==> config.mk <==
export PLATFORM = sky130hd
export DESIGN_NAME = la_vdist4
export DESIGN_NICKNAME = d
export VERILOG_FILES = /design/src/rtl/la_vdist4.sv
export SDC_FILE = /design/constraint.sdc
export NUM_CORES = 1
export LEC_CHECK = 0
export ABC_CLOCK_PERIOD_IN_PS = 1600
export CORE_MARGIN = 3
export CORE_UTILIZATION = 33
export CTS_CLUSTER_SIZE = 40
export DETAILED_ROUTE_END_ITERATION = 6
export PLACE_DENSITY = 0.72
export SLEW_MARGIN = 20
export SYNTH_ARGS = -nofsm -noshare
export SYNTH_HDL_FRONTEND = slang
export SYNTH_SLANG_ARGS = --single-unit
==> constraint.sdc <==
create_clock -name clk -period 1.6 [get_ports clk]
set_clock_uncertainty 0.05 [all_clocks]
set_input_delay 0.32 -clock clk [delete_from_list [all_inputs] [get_ports clk]]
set_output_delay 0.32 -clock clk [all_outputs]
set_load 0.01 [all_outputs]
==> src/rtl/la_vdist4.sv <==
// One-hot steered 1-to-4 stream distributor with one register slot per output channel.
// Optional feature: define LA_VDIST4_RR_EN to treat an all-zero select as round-robin "any channel".
module la_vdist4 #(
    parameter int N    = 1,
    parameter     PROP = "DEFAULT"
) (
    input  logic         clk,
    input  logic         nreset,
    input  logic         in_valid,
    output logic         in_ready,
    input  logic         sel3,
    input  logic         sel2,
    input  logic         sel1,
    input  logic         sel0,
    input  logic [N-1:0] in,
    input  logic         err_clear,
    output logic [N-1:0] out3,
    output logic [N-1:0] out2,
    output logic [N-1:0] out1,
    output logic [N-1:0] out0,
    output logic         valid3,
    output logic         valid2,
    output logic         valid1,
    output logic         valid0,
    input  logic         ready3,
    input  logic         ready2,
    input  logic         ready1,
    input  logic         ready0,
    output logic         err
);

    logic [3:0]   sel;
    logic [3:0]   rdy;
    logic [3:0]   free;
    logic [3:0]   tgt;
    logic [3:0]   load;
    logic         onehot;
    logic         legal;
    logic         xfer;
    logic [N-1:0] data_p1 [4];
    logic [3:0]   vld_p1;
    logic         err_p1;

    // Cell property hook for technology mapping; no logic depends on it.
    if (PROP != "DEFAULT") begin : g_prop
    end

    assign sel    = {sel3, sel2, sel1, sel0};
    assign rdy    = {ready3, ready2, ready1, ready0};
    assign free   = ~vld_p1 | rdy;
    assign onehot = (sel != 4'd0) && ((sel & (sel - 4'd1)) == 4'd0);

`ifdef LA_VDIST4_RR_EN
    logic [1:0] rr_ptr;
    logic [1:0] rr_idx;
    logic [1:0] rr_cand;
    logic [3:0] rr_gnt;
    logic       rr_hit;

    // First free channel searching upward from the pointer, wrapping mod 4.
    always_comb begin
        rr_gnt  = 4'd0;
        rr_idx  = 2'd0;
        rr_cand = 2'd0;
        rr_hit  = 1'b0;
        for (int i = 0; i < 4; i++) begin
            rr_cand = rr_ptr + 2'(i);
            if (!rr_hit && free[rr_cand]) begin
                rr_gnt[rr_cand] = 1'b1;
                rr_idx          = rr_cand;
                rr_hit          = 1'b1;
            end
        end
    end

    assign legal = onehot || (sel == 4'd0);
    assign tgt   = onehot ? sel : rr_gnt;

    always_ff @(posedge clk) begin
        if (!nreset)
            rr_ptr <= 2'd0;
        else if (in_valid && in_ready && (sel == 4'd0))
            rr_ptr <= rr_idx + 2'd1;
    end
`else
    assign legal = onehot;
    assign tgt   = sel;
`endif

    // Illegal selects are always accepted so a bad word cannot wedge the stream.
    assign in_ready = legal ? |(tgt & free) : 1'b1;
    assign xfer     = in_valid && in_ready;
    assign load     = (xfer && legal) ? tgt : 4'd0;

    // ---- stage p1: channel slots and sticky error ----
    always_ff @(posedge clk) begin
        if (!nreset) begin
            vld_p1 <= 4'd0;
            err_p1 <= 1'b0;
            for (int k = 0; k < 4; k++)
                data_p1[k] <= '0;
        end else begin
            for (int k = 0; k < 4; k++) begin
                if (load[k]) begin
                    data_p1[k] <= in;
                    vld_p1[k]  <= 1'b1;
                end else if (rdy[k]) begin
                    vld_p1[k]  <= 1'b0;
                end
            end
            if (xfer && !legal)
                err_p1 <= 1'b1;
            else if (err_clear)
                err_p1 <= 1'b0;
        end
    end

    assign out0   = data_p1[0];
    assign out1   = data_p1[1];
    assign out2   = data_p1[2];
    assign out3   = data_p1[3];
    assign valid0 = vld_p1[0];
    assign valid1 = vld_p1[1];
    assign valid2 = vld_p1[2];
    assign valid3 = vld_p1[3];
    assign err    = err_p1;

endmodule

==> reports/metrics.yaml <==
cts:
  clock-root-buffer: "sky130_fd_sc_hd__clkbuf_4"
  cts_hold_buf: 0
  cts.sink_count: 9
  clock_tree.htree_level_count: 1
  insertion_delay_ps: 270
  maximum_number_of_buffers_from_clock_root_to_sink: 2
  cts_made_buffers: 3
  clock_tree_from_tritoncts: "done"
  path_clk_slew_ps: 70
cells_and_area:
  insertedDiodeCount: 0
  layout-drive-gt1-share_pct: 38.71
  area_growth_pct: 94.44
  final_design_area_no_fill_um2: 875.8
  finish.net_count: 107
global_routing:
  globalRouteTotalUtil_pct: 15.53
  grt.busiest_layer: "met2"
  gr-total-overflow: 0
  groute.layer.met1.usage_pct: 18.07
  grt_antenna_before_repair: 0
  met3_usage_pct: 4.237
  grt_use_met2_pct: 25.15
  first_global_vias: 515
  grt_start_max_net_pins: 8
  grt_pass1_wl_mm: 2.132
run_status:
  outcome: "finished, final reports clean"
power_and_ir_drop:
  power_density_mw_per_mm2: 633.0
  internal_power_w: 0.0004077
  power.share.switching_pct: 26.47
  worst_ir_drop_vdd_mv: 0.4656
  combPwrFrac_pct: 23.5
  power_switching_w: 0.0001467
  power.share.clock_pct: 33.3
  cellLeakagePower_nw: 0.3790
  seqPwrFrac_pct: 43.3
setup_path:
  crit_path_end_kind: "output port"
  startpoint_type: "flop"
  critPathRequiredTime_ps: 1230
  worst-setup-path-type: "reg2out"
  cp_max_fo: 2
  cp_data_arrival_time_ps: 1180
synth:
  synth_edf_count: 1
  postSynth.topFlopCell: "sky130_fd_sc_hd__dfxtp_1"
  synth-async-reset-ratio_pct: 0
  yosys_warnings: 0
  yosys-top-cells-count: "8 x sky130_fd_sc_hd__dfxtp_1, 8 x sky130_fd_sc_hd__nand2_1, 7 x sky130_fd_sc_hd__nor2b_1"
  syn_inst_count: 49
  post-synth-top-area-fraction_pct: 35.56
  ys_seq_elements: 9
  synth.avg_cell_area_um2: 9.192
  syn_nets: 62
  seq_area_frac_synth_pct: 42.22
  synth.area.top_cells: "sky130_fd_sc_hd__dfxtp_1 36%, sky130_fd_sc_hd__nor2b_1 9.7%, sky130_fd_sc_hd__mux2i_1 6.7%"
  post-synth-top-area-cell: "sky130_fd_sc_hd__dfxtp_1"
  synth.distinct_cells: 16
  area_of_the_mapped_netlist_um2: 450.4
timing:
  timing_max_transition_violations_final: 0
  finalSetupViolCount: 0
  final.hold.worst_slack_ps: 419.5
  timing.fmax_mhz: 643.3
  total_count_of_hold_check_failures_in_the_final_report: 0
  max_slew.worst_pin.slew_ps: 261.5
  layout_min_cycle_time_ps: 1554
  grt_setup_unrepaired: "yes"
  slew_headroom_pct: 82.57
  final_min_period_over_clock_period_pct: 97.15
detailed_routing:
  first_pass_iters: 2
  drc: 0
  routed_via_density: 4.645
  routed_wirelength_mm: 1.273
  detail-route-antenna-nets: 0
  wl_per_cell_um: 11.90
  dr_total_vias: 497
  detailedRoute.firstIterationViolations: 2
floorplanning:
  number_of_placement_rows: 12
  io_pins: 23
  core_area_mm2: 0.001186
  chipWidth_um: 42.95
  floorplan.die_area_mm2: 0.001844
  vertical_extent_of_the_die_um: 42.95
  initial_core_util_pct: 37.97
placement:
  gpl.final_weighted_congestion: 0.7263
  post_place_instance_area_um2: 804.5
  hpwl_um: 919.9
  port_buffers: 22
min_path:
  hold_path.class: "reg2reg"
job:
  max_cap_viol_count: 0
[worst max-delay path: stages, from the launching register on]
cell and delay [ps]:
sky130_fd_sc_hd__dfxtp_1 330, sky130_fd_sc_hd__nor2b_1 170, sky130_fd_sc_hd__o22a_1 180, sky130_fd_sc_hd__nand3b_1 90, sky130_fd_sc_hd__buf_2 150
[what timing repair did]
item / in CTS / in global routing
buffers inserted: 2 / 1
gates resized for setup: 30 / 5
pin swaps: 5 / 2
endpoints found under the hold margin: 0 / 0
endpoints found under the setup margin: 10 / 4
[stage by stage]
| stage | cells | total power (W) | utilization [%] | setup slack (ps) | TNS, ps |
|---|---|---|---|---|---|
| global placement | 100 | 0.0003665 | 67.83 | -747.9 | -4861 |
| global route | 107 | 0.0005799 | 73.84 | -35.40 | -55.25 |
| detailed placement | 100 | 0.0003683 | 67.83 | -782.5 | -5255 |
| floorplan | 49 | 0.0002867 | - | 92.68 | 0 |
| finish | 107 | 0.0005544 | 73.84 | 45.53 | 0 |
| CTS | 106 | 0.0005502 | 71.41 | 29.76 | 0 |
[cells by family (layout without fill, tap and decap cells)]
kind of cell,Yosys count,in the layout,share of synthesized area [%]
AOI/OAI and AO/OA,12,12,21.67
xor gates and xnor gates,1,1,1.945
buffers and inverters,5,49,4.165
DFF,9,9,42.22
muxes,3,3,6.667
and+or+nand+nor,19,19,23.34
[final cells by class]
cell class,instances,area [um^2]
repair buffers,41,332.8
fillers,94,310.3
multi-input cells,35,292.8
flip-flops and latches,9,191.4
clock buffers,4,26.28
well taps,14,17.52
inverters,4,15.01
[power by group through the flow]
stage | sequential [W] | combinational, W | clock (W)
detailed placement | 0.000245 | 0.000124 | 0
floorplan | 0.000249 | 0.0000375 | 0
finish | 0.000240 | 0.000130 | 0.000184
CTS | 0.000240 | 0.000124 | 0.000187
global route | 0.000241 | 0.000140 | 0.000199
global placement | 0.000245 | 0.000122 | 0
[layout by cell type, fill, tap and decap left out, drive strengths merged, types with 2 or more instances in the layout]
cell and instances:
dlygate4sd2 4, o21a 4, inv 4, a211oi 4, dfxtp 8, clkbuf 4
nand2 8, nor4b 2, mux2i 3, o22a 2, clkdlybuf4s50 13, nor2b 7
buf 24
[final timing paths]
kind	start	end	slack [ps]	cells after the start
setup / recovery	vld_p1[2]$_SDFFE_PN0P_	in_ready	50	4
hold / removal	data_p1[1]$_DFF_P_	data_p1[1]$_DFF_P_	420	2
setup reg to reg	vld_p1[2]$_SDFFE_PN0P_	data_p1[3]$_DFFE_PP_	60	5
hold reg to reg	data_p1[1]$_DFF_P_	data_p1[1]$_DFF_P_	420	2
[sequential cells by signal, summed over array words and instances (netlist names)]
signal / cells
data_p1: 4
err: 1
vld_p1: 4
[per-layer routing]
layer / share of wire, % / vias to the layer above / wire [um]
li1: - / 263 / -
met1: 46 / 215 / 580
met2: 48 / 15 / 607
met3: 4.6 / 4 / 59
met4: 2.0 / 0 / 26
met5: 0 / - / 0
No activity file was read; power rests on OpenSTA's default activity.
